--- config.mk ---
export PLATFORM = sky130hd
export DESIGN_NAME = dcache_direct_flat
export DESIGN_NICKNAME = d
export VERILOG_FILES = /design/src/rtl/dcache_pkg.sv /design/src/rtl/dcache_mem_if.sv /design/src/rtl/dcache_load_align.sv /design/src/rtl/dcache_direct.sv /design/src/flat_wrapper.sv
export SDC_FILE = /design/constraint.sdc
export NUM_CORES = 2
export LEC_CHECK = 0
export BUFFER_PORTS_ARGS = -buffer_cell sky130_fd_sc_hd__buf_2
export CAP_MARGIN = 10
export CELL_PAD_IN_SITES_DETAIL_PLACEMENT = 1
export CELL_PAD_IN_SITES_GLOBAL_PLACEMENT = 2
export CORE_MARGIN = 3
export CORE_UTILIZATION = 35
export CTS_BUF_LIST = sky130_fd_sc_hd__clkbuf_2
export CTS_CLUSTER_DIAMETER = 150
export DETAILED_ROUTE_END_ITERATION = 6
export PLACE_DENSITY_LB_ADDON = 0.15
export REMOVE_ABC_BUFFERS = 1
export SLEW_MARGIN = 40
export SYNTH_ARGS = -nofsm -noshare
export SYNTH_HDL_FRONTEND = slang
export SYNTH_HIERARCHICAL = 1
export SYNTH_SLANG_ARGS = --single-unit
--- constraint.sdc ---
create_clock -name clk -period 7 [get_ports clk]
set_input_delay 0.7 -clock clk [delete_from_list [all_inputs] [get_ports clk]]
set_output_delay 0.7 -clock clk [all_outputs]
set_load 0.01 [all_outputs]
--- src/rtl/dcache_pkg.sv ---
// Shared types and funct3 encodings for the direct-mapped data cache.
package dcache_pkg;

    typedef enum logic [1:0] {
        IDLE   = 2'd0,
        REFILL = 2'd1,
        WRITE  = 2'd2
    } state_t;

    // MEM-stage funct3 encodings for loads and stores
    localparam logic [2:0] F3_B  = 3'b000;
    localparam logic [2:0] F3_H  = 3'b001;
    localparam logic [2:0] F3_W  = 3'b010;
    localparam logic [2:0] F3_BU = 3'b100;
    localparam logic [2:0] F3_HU = 3'b101;

endpackage

--- src/rtl/dcache_mem_if.sv ---
// Single-word valid/ready memory port between the cache (master) and data memory (slave).
interface dcache_mem_if #(
    parameter int WIDTH = 32
);
    logic             req;
    logic             we;
    logic [WIDTH-1:0] addr;
    logic [WIDTH-1:0] wdata;
    logic [3:0]       wstrb;
    logic             ready;
    logic [WIDTH-1:0] rdata;

    modport master (
        output req, we, addr, wdata, wstrb,
        input  ready, rdata
    );

    modport slave (
        input  req, we, addr, wdata, wstrb,
        output ready, rdata
    );
endinterface

--- src/rtl/dcache_load_align.sv ---
// Picks the byte/half/word out of a cached word and extends it for the load type.
// Byte lanes assume a 32-bit word.
module dcache_load_align
    import dcache_pkg::*;
#(
    parameter int WIDTH = 32
) (
    input  logic [WIDTH-1:0] word_i,
    input  logic [1:0]       offset_i,
    input  logic [2:0]       mode_i,
    output logic [WIDTH-1:0] data_o
);

    logic signed [7:0]  byte_sel;
    logic signed [15:0] half_sel;

    // Lane select (halfwords force-aligned by ignoring offset bit 0), then extension
    always_comb begin
        byte_sel = word_i[8*offset_i +: 8];
        half_sel = offset_i[1] ? word_i[31:16] : word_i[15:0];
        case (mode_i)
            F3_B:    data_o = {{(WIDTH-8){byte_sel[7]}}, byte_sel};
            F3_BU:   data_o = {{(WIDTH-8){1'b0}}, byte_sel};
            F3_H:    data_o = {{(WIDTH-16){half_sel[15]}}, half_sel};
            F3_HU:   data_o = {{(WIDTH-16){1'b0}}, half_sel};
            default: data_o = word_i;   // LW and any unlisted mode: whole word
        endcase
    end

endmodule

--- src/rtl/dcache_direct.sv ---
// Direct-mapped, write-through, no-write-allocate data cache for the MEM stage.
// Loads hit combinationally; misses refill a whole line one word per beat;
// every store is written through to memory and merged into the line on a hit.
module dcache_direct
    import dcache_pkg::*;
#(
    parameter int WIDTH      = 32,
    parameter int SETS       = 16,
    parameter int LINE_WORDS = 4
) (
    input  logic             clk,
    input  logic             rst,
    input  logic             cpu_re,
    input  logic             cpu_we,
    input  logic [WIDTH-1:0] cpu_addr,
    input  logic [WIDTH-1:0] cpu_wdata,
    input  logic [2:0]       cpu_mode,
    output logic [WIDTH-1:0] cpu_rdata,
    output logic             stall,
    dcache_mem_if.master     mem
);

    localparam int WRD_W = $clog2(LINE_WORDS);
    localparam int IDX_W = $clog2(SETS);
    localparam int TAG_W = WIDTH - 2 - WRD_W - IDX_W;

    // Address split
    logic [1:0]       off;
    logic [WRD_W-1:0] word;
    logic [IDX_W-1:0] index;
    logic [TAG_W-1:0] tag;

    assign off   = cpu_addr[1:0];
    assign word  = cpu_addr[2 +: WRD_W];
    assign index = cpu_addr[2+WRD_W +: IDX_W];
    assign tag   = cpu_addr[WIDTH-1 -: TAG_W];

    // Control state (async reset)
    state_t           state_q, state_d;
    logic [WRD_W-1:0] beat_q, beat_d;
    logic [SETS-1:0]  valid_q, valid_d;
    logic             done_q, done_d;   // store just completed; let the pipeline advance

    // Storage (no reset; valid bits guard it)
    logic [WIDTH-1:0] line_q [SETS][LINE_WORDS];
    logic [TAG_W-1:0] tag_q  [SETS];

    logic             hit;
    logic             last_beat;
    logic             fill_en;
    logic             merge_en;
    logic             rdata_en;
    logic [WIDTH-1:0] aligned;
    logic [WIDTH-1:0] st_data;
    logic [3:0]       st_strb;

    assign hit       = valid_q[index] && (tag_q[index] == tag);
    assign last_beat = (beat_q == WRD_W'(LINE_WORDS - 1));

    dcache_load_align #(.WIDTH(WIDTH)) u_align (
        .word_i   (line_q[index][word]),
        .offset_i (off),
        .mode_i   (cpu_mode),
        .data_o   (aligned)
    );

    assign cpu_rdata = rdata_en ? aligned : '0;

    // Store lane placement: data replicated across lanes, strobes pick the live ones
    always_comb begin
        case (cpu_mode[1:0])
            2'b00: begin
                st_strb = 4'b0001 << off;
                st_data = {4{cpu_wdata[7:0]}};
            end
            2'b01: begin
                st_strb = 4'b0011 << {off[1], 1'b0};
                st_data = {2{cpu_wdata[15:0]}};
            end
            default: begin
                st_strb = 4'hF;
                st_data = cpu_wdata;
            end
        endcase
    end

    // FSM next-state and outputs
    always_comb begin
        state_d   = state_q;
        beat_d    = beat_q;
        valid_d   = valid_q;
        done_d    = 1'b0;
        stall     = 1'b0;
        fill_en   = 1'b0;
        merge_en  = 1'b0;
        rdata_en  = 1'b0;
        mem.req   = 1'b0;
        mem.we    = 1'b0;
        mem.addr  = '0;
        mem.wdata = '0;
        mem.wstrb = 4'h0;
        case (state_q)
            IDLE: begin
                if (!rst) begin
                    if (cpu_we) begin
                        // store wins over a simultaneous load
                        if (!done_q) begin
                            stall   = 1'b1;
                            state_d = WRITE;
                        end
                    end else if (cpu_re) begin
                        if (hit) begin
                            rdata_en = 1'b1;
                        end else begin
                            stall          = 1'b1;
                            beat_d         = '0;
                            valid_d[index] = 1'b0;   // line is being overwritten
                            state_d        = REFILL;
                        end
                    end
                end
            end
            REFILL: begin
                stall    = 1'b1;
                mem.req  = 1'b1;
                mem.addr = {tag, index, beat_q, 2'b00};
                if (mem.ready) begin
                    fill_en = 1'b1;
                    beat_d  = beat_q + WRD_W'(1);
                    if (last_beat) begin
                        valid_d[index] = 1'b1;
                        state_d        = IDLE;
                    end
                end
            end
            WRITE: begin
                stall     = 1'b1;
                mem.req   = 1'b1;
                mem.we    = 1'b1;
                mem.addr  = {cpu_addr[WIDTH-1:2], 2'b00};
                mem.wdata = st_data;
                mem.wstrb = st_strb;
                if (mem.ready) begin
                    merge_en = hit;
                    done_d   = 1'b1;
                    state_d  = IDLE;
                end
            end
            default: state_d = IDLE;
        endcase
    end

    // Control registers; reset aborts any refill or write in flight
    always_ff @(posedge clk or posedge rst) begin
        if (rst) begin
            state_q <= IDLE;
            beat_q  <= '0;
            valid_q <= '0;
            done_q  <= 1'b0;
        end else begin
            state_q <= state_d;
            beat_q  <= beat_d;
            valid_q <= valid_d;
            done_q  <= done_d;
        end
    end

    // Line data and tag updates from refill beats and store-hit merges
    always_ff @(posedge clk) begin
        if (fill_en) begin
            line_q[index][beat_q] <= mem.rdata;
            if (last_beat) begin
                tag_q[index] <= tag;
            end
        end
        if (merge_en) begin
            for (int b = 0; b < 4; b++) begin
                if (st_strb[b]) begin
                    line_q[index][word][8*b +: 8] <= st_data[8*b +: 8];
                end
            end
        end
    end

endmodule

--- src/flat_wrapper.sv ---
// flat-port wrapper written by rule: the top's interface ports become plain ports
module dcache_direct_flat import dcache_pkg::*;
#(
    parameter int WIDTH      = 32,
    parameter int SETS       = 16,
    parameter int LINE_WORDS = 4
)
  (clk, rst, cpu_re, cpu_we, cpu_addr, cpu_wdata, cpu_mode, cpu_rdata, stall, mem_req, mem_we, mem_addr, mem_wdata, mem_wstrb, mem_ready, mem_rdata);
  dcache_mem_if #(.WIDTH(WIDTH)) mem_i ();
  input  logic clk;
  input  logic rst;
  input  logic cpu_re;
  input  logic cpu_we;
  input  logic [WIDTH-1:0] cpu_addr;
  input  logic [WIDTH-1:0] cpu_wdata;
  input  logic [2:0] cpu_mode;
  output logic [WIDTH-1:0] cpu_rdata;
  output logic stall;
  output wire logic [$bits(mem_i.req)-1:0] mem_req;
  output wire logic [$bits(mem_i.we)-1:0] mem_we;
  output wire logic [$bits(mem_i.addr)-1:0] mem_addr;
  output wire logic [$bits(mem_i.wdata)-1:0] mem_wdata;
  output wire logic [$bits(mem_i.wstrb)-1:0] mem_wstrb;
  input wire logic [$bits(mem_i.ready)-1:0] mem_ready;
  input wire logic [$bits(mem_i.rdata)-1:0] mem_rdata;
  assign mem_req = mem_i.req;
  assign mem_we = mem_i.we;
  assign mem_addr = mem_i.addr;
  assign mem_wdata = mem_i.wdata;
  assign mem_wstrb = mem_i.wstrb;
  assign mem_i.ready = mem_ready;
  assign mem_i.rdata = mem_rdata;
  dcache_direct #(.WIDTH(WIDTH), .SETS(SETS), .LINE_WORDS(LINE_WORDS)) u_core (.clk(clk), .rst(rst), .cpu_re(cpu_re), .cpu_we(cpu_we), .cpu_addr(cpu_addr), .cpu_wdata(cpu_wdata), .cpu_mode(cpu_mode), .cpu_rdata(cpu_rdata), .stall(stall), .mem(mem_i));
endmodule
Word level (Yosys, flattened, before mapping)
Memories as Yosys holds them, arrays and structs flattened. Index checks and enable logic that the tools add are counted.

Flip-flop bits (word level): 21. Bits of input ports: 104. Memories kept: 2. Output and inout bits: 103. RAM bits: 2432. Word-level logic and storage cells: 1157.

Memories: u_core.line_q (depth 16, width 128, rd ports 1, clocked after Yosys merged registers in 0, wr ports 1, line dcache_direct.sv:45) `logic [WIDTH-1:0] line_q [SETS][LINE_WORDS];`; u_core.tag_q (depth 16, width 24, rd ports 1, clocked after Yosys merged registers in 0, wr ports 1, line dcache_direct.sv:46) `logic [TAG_W-1:0] tag_q [SETS];`.

Bitwise gates (word level): 517. $lt $le $gt $ge: 6. Reduce and logical (&&, ||, !) cells: 12. Multiplexer cells: 594. $add $sub $neg: 1. Shift-type cells: 3. Equality and inequality tests: 18.

Operators with widths (count): $mux W128 (5); $mux W1 (543); $or A1 B1 Y1 (512); $demux W32 S2 (5); $mux W32 (6); $mux W16 (8); $pmux W32 S2 (2); $pmux W32 S4 (1); $bmux W32 S2 (1); $pmux W16 S2 (1); $shiftx A32 B6 Y8 (1); $mux W2 (13); $eq A24 B24 Y1 (1); $mux W24 (1); $and A16 B16 Y16 (1); $not A16 Y16 (1); $or A16 B16 Y16 (1); $reduce_and A7 Y1 (2); $ne A2 B2 Y1 const B (6); $ne A3 B3 Y1 const B (3); $mux W8 (1); $pmux W4 S2 (1); $eq A3 B3 Y1 const B (2); $ge A3 B3 Y1 const B (2); other kinds (23) (31).

Depth between registers and ports, before layout
Word-level depth: 11. Mapped depth: 16. Depth with buffers taken out: 9.

Modules after synthesis
The synthesis kept the hierarchy.

By module, submodules not included: dcache_direct (cells an instance 4507, area an instance 98692.2 um^2, times used 1); dcache_load_align (cells an instance 123, area an instance 763.2 um^2, times used 1).

Worst setup path before layout
OpenSTA, ideal clock, no wires.

Path type: input-to-output. From: input port cpu_addr[4]. To: output port cpu_rdata[7]. Stages: 15. Path buffers: 8. Data arrival time: 5.014 ns. Setup slack: 1.286 ns. Cell sequence: buf_6 -> buf_8 -> buf_12 -> buf_8 -> buf_6 -> clkbuf_1 -> buf_1 -> buf_2 -> mux4_2 -> mux4_2 -> mux4_2 -> mux2_2 -> or4_1 -> o211a_1 -> and2_1.

Elaborated cells on any way between the ends: 18. Classes of those cells: 1 x eq/ne; 1 x shift; 13 x mux; 1 x reduce/logical; 2 x memory.

RTL lines: from (decl) (line flat_wrapper.sv:14) `input logic [WIDTH-1:0] cpu_addr;`; $mem_v2 Z16 W128 (*); $bmux W32 S2 (*) (line dcache_direct.sv:61) `.word_i (line_q[index][word]),`; $mux W32 (implied by the code) (*) (2 in a row) (line dcache_direct.sv:61); $shiftx A32 B6 Y8 / $mux W16 (equally long branches) (line dcache_load_align.sv:19, dcache_load_align.sv:20); $pmux W32 S4 (*) (line dcache_load_align.sv:21) `case (mode_i)`; named net u_core.aligned[7] (line dcache_direct.sv:53) `logic [WIDTH-1:0] aligned;`; $mux W32 (*) (line dcache_direct.sv:67) `assign cpu_rdata = rdata_en ? aligned : '0;`; to (decl) (line flat_wrapper.sv:17) `output logic [WIDTH-1:0] cpu_rdata;`.

Mark *: on every way through the listed nets, which the timed path passes. The rest lies on a longest branch. The select of a mux whose other input is x is not followed.

Worst setup path in the final report
From: input port cpu_addr[6]. To: output port stall.

Cells in the longest elaborated chain, start to end: 8. Elaborated cells on any way between the ends: 10. Classes of those cells: 1 x eq/ne; 7 x mux; 1 x reduce/logical; 1 x memory.

Ends and longest elaborated chain: $mem_v2 Z16 W24 / $bmux W1 S4 (equally long branches); $eq A24 B24 Y1 / $mux W1 (equally long branches) (line dcache_direct.sv:57) `assign hit = valid_q[index] && (tag_q[index] == tag);`; $logic_and A1 B1 Y1 (*) (line dcache_direct.sv:57); $mux W1 (*) (line dcache_direct.sv:112) `if (hit) begin`; $mux W1 (*) (line dcache_direct.sv:111) `end else if (cpu_re) begin`; $mux W1 (*) (line dcache_direct.sv:105) `if (cpu_we) begin`; $mux W1 (*) (line dcache_direct.sv:104) `if (!rst) begin`; $pmux W1 S2 (*) (line dcache_direct.sv:102) `case (state_q)`; to (decl) (line flat_wrapper.sv:18) `output logic stall;`.

Every way passes the cells marked *; elsewhere a longest branch is shown, timed or not. The select of a mux whose other input is x is not followed.

==> flow_metrics.env <==
export IMPL_synth_edf_count=2432
export IMPL_timing_rr_start="u_core/tag_q[2][2]"
export IMPL_power_density_nw_per_um2=253
export IMPL_syn2layout_area_growth_pct=16.0
export IMPL_numCtsBuffers=651
export IMPL_synthTopCellsByArea="edfxtp_1 (73%), mux4_2 (17%), mux2_2 (1.7%)"
export IMPL_start_util_pct=35.2
export IMPL_rr_worst_depth=11
export IMPL_arrival_ps=5810
export IMPL_initialDrtViolationCount=5302
export IMPL_reg2reg_slack_ps=1350
export IMPL_clk_latency_ps=2080
export IMPL_antenna_found_initial=35
export IMPL_hold_depth=6
export IMPL_hold_class="input pin to register"
export IMPL_slew_viol_final=0
export IMPL_yosys_warnings=6
export IMPL_fin_crit_ps=6510
export IMPL_drv_cap=0
export IMPL_dieArea_um2=291000
export IMPL_routed_wirelength_mm=321
export IMPL_postSynthAreaPerCell_um2=21.5
export IMPL_rows=195
export IMPL_io_pin_count=207
export IMPL_track_usage_pct=21.8
export IMPL_critPathLaunchType="input pin"
export IMPL_crit_required_ps=6300
export IMPL_nets=5898
export IMPL_clock_sinks=2453
export IMPL_final_area_um2=115000
export IMPL_layout_drive_gt1_share_pct=41.0
export IMPL_finalWeightedCongestion=0.771
export IMPL_placed_area_um2=107000
export IMPL_synth_distinct_cells=77
export IMPL_via_count=53700
export IMPL_htree_levels=6
export IMPL_path_class="input pin to primary output"
export IMPL_grt_max_degree=82
export IMPL_grt_overflow=0
export IMPL_synth_top_cell_area_share_pct=73.4
export IMPL_grt_pass1_wl_mm=447
export IMPL_clkSlewWorstSetupHoldPaths_ps=110
export IMPL_synth_ff_type="edfxtp_1"
export IMPL_hp_start="cpu_mode[0]"
export IMPL_die_h_um=539
export IMPL_min_period_over_period_pct=93.1
export IMPL_fin_skew_ps=171
export IMPL_viasPerCell=5.37
export IMPL_setup_viol=0
export IMPL_synth_seq_cells=2453
export IMPL_grt_pass1_vias=57500
export IMPL_finalSetupTns_ps=0
export IMPL_synth_area_um2=99500
export IMPL_timing_fmax_mhz=154
export IMPL_core_um2=283000
export IMPL_die_w_um=539
export IMPL_rsz0062_at_grt="no"
export IMPL_route_detailed_drc=0
export IMPL_firstDrtPassIters=5
export IMPL_ant_nets=0
export IMPL_ir_drop_v=0.000126
export IMPL_cp_max_fo=28
export IMPL_synth_cells=4630
export IMPL_leakagePower_nw=38.0
export IMPL_worstMarginPinSlew_ps=917
export IMPL_relSlewSlack_pct=38.9
export IMPL_synth_yosys_seq_area_share_pct=74.0
export IMPL_portBuffers=204
export IMPL_yosysTopAreaCell="edfxtp_1"
export IMPL_cts_root_buf="clkbuf_2"
export IMPL_r2r_end="u_core/line_q[6][89]"
export IMPL_final_hold_viol_count=0
export IMPL_post_dp_hpwl_mm=203
export IMPL_wl_per_cell_um=32.1
export IMPL_status="completed"
export IMPL_post_cts_repair_setup_buffers=0
export IMPL_cts_tree="yes"
export IMPL_async_flop_share_pct=0.856
export IMPL_worstHoldEndpoint="u_core/line_q[11][126]"
export IMPL_crit_path_end_kind="primary output"
export IMPL_cts_path_max_buffers=4
==> power breakdown <==
group / total, W / switching [W] / internal (W)
logic: 0.00276 / 0.00178 / 0.000985
clock network: 0.0102 / 0.00602 / 0.00414
registers: 0.0162 / 0.0000322 / 0.0162
==> metrics by stage <==
step | std cells | hold slack (ps) | util, % | power, W | setup slack, ps
floorplan | 4349 | 497 | - | 0.0177 | 2000
finish | 10000 | 332 | 40.8 | 0.0291 | 486
detailed placement | 8651 | 526 | 37.9 | 0.0192 | 663
global route | 9985 | 155 | 40.8 | 0.0305 | 194
CTS | 9982 | 26.6 | 40.8 | 0.0297 | 125
global placement | 8647 | 520 | 37.9 | 0.0192 | 692
==> layout make-up <==
cell class	instances	area, um^2
Sequential cell	2453	73600
Antenna cell	25	62.6
Inverter	27	101
Tap cell	3743	4680
Clock inverter	170	1170
Clock buffer	936	4680
Multi-Input combinational cell	1869	24900
Timing Repair Buffer	784	6200
Fill cell	27400	167000
==> cell usage after synthesis (4+ instances only) <==
| cell | instances |
|---|---|
| edfxtp_1 | 2432 |
| o21a_1 | 4 |
| o22ai_1 | 5 |
| nand2b_1 | 6 |
| a22o_1 | 4 |
| nand2_1 | 89 |
| o21ai_1 | 10 |
| ha_1 | 8 |
| a22oi_1 | 20 |
| and3_1 | 12 |
| buf_6 | 7 |
| buf_1 | 56 |
| nand3_4 | 16 |
| mux2i_1 | 90 |
| and2_1 | 99 |
| o32ai_1 | 4 |
| a21oi_1 | 8 |
| clkbuf_1 | 182 |
| xnor2_1 | 12 |
| buf_4 | 10 |
| o21ai_0 | 34 |
| nor2b_1 | 19 |
| nor4_1 | 6 |
| dfrtp_1 | 21 |
| o31ai_1 | 18 |
| a211oi_1 | 21 |
| a31oi_1 | 11 |
| a31oi_2 | 6 |
| a31oi_4 | 4 |
| mux4_2 | 750 |
| nor3_1 | 19 |
| nor2_1 | 300 |
| buf_2 | 23 |
| o2111ai_1 | 18 |
| nand3_1 | 46 |
| nand4_1 | 6 |
| xor2_1 | 8 |
| o221ai_1 | 4 |
| a21o_1 | 10 |
| mux2_2 | 151 |
| inv_1 | 25 |
==> worst max-delay path by stage <==
stage	start	endpoint	slack, ps	cells past startpoint
after CTS	u_core/tag_q[4][2]	stall	120	10
after global placement	cpu_addr[4]	u_core/line_q[0][0]	690	11
after detailed placement	cpu_addr[4]	u_core/line_q[1][2]	660	11
final	cpu_addr[6]	stall	490	14
after floorplan	cpu_addr[4]	u_core/line_q[3][120]	2000	9
after global routing	u_core/tag_q[4][2]	stall	190	10
==> what timing repair did <==
action,CTS,global route
hold buffers,225,0
resized for setup,0,0
hold endpoints to repair,3282,0
==> cells by family (layout without fill, tap and decap cells) <==
group / Yosys count / after routing / synth area share, %
XOR/XNOR: 20 / 20 / 0.176
other: 1 / 27 / 0.00377
buffers and inverters: 309 / 1917 / 1.34
AO/OA/AOI/OAI: 208 / 208 / 1.59
adder cells (fa/ha/maj): 8 / 8 / 0.101
AND/OR/NAND/NOR: 636 / 636 / 3.17
flip-flops: 2453 / 2453 / 74.0
multiplexers: 995 / 995 / 19.7
==> routing by layer <==
layer  global-route usage [%]  up-vias  routed length, um  part of all wire (%)
met5                        0        -                 13                0.0040
met4                     6.08        2               7480                   2.3
met3                     3.56      456              18300                   5.7
met2                     35.6     1845             157000                    49
met1                     30.2    29300             138000                    43
li1                         -    22200                  -                     -
==> flip-flops by register name (all words and copies together) (netlist names), named ones only <==
| register | count |
|---|---|
| u_core/beat_q | 2 |
| u_core/line_q | 2048 |
| u_core/tag_q | 384 |
| u_core/state_q | 2 |
| u_core/done_q | 1 |
==> cells in the final DEF, fill, tap and decap left out, drive strengths merged, types with 4 or more instances in the layout <==
cell	n
edfxtp	2432
clkbuf	936
mux4	751
buf	560
nor2	301
dlygate4sd3	224
mux2	154
clkinv	129
and2	99
mux2i	90
nand2	89
nand3	62
o21ai	45
inv	44
diode	25
a211oi	21
dfrtp	21
a31oi	21
a22oi	20
nor3	20
nor2b	19
o2111ai	18
o31ai	18
bufinv	15
xnor2	12
and3	12
a21o	10
clkinvlp	9
xor2	8
a21oi	8
ha	8
nand2b	6
nand4	6
nor4	6
o22ai	5
o32ai	4
a22o	4
o221ai	4
o21a	4
==> worst max-delay path: stages <==
cell and delay (ps):
dlygate4sd3_1 570, buf_8 270, dlygate4sd3_1 1130, nor2b_1 100
buf_4 220, and3_1 180, nor4_1 560, nand3_1 460
nor4b_1 300, nand3_1 250, nor2_8 180, o21a_1 240
nor2_1 280, buf_2 210
Power figures use the tool's default switching activity.
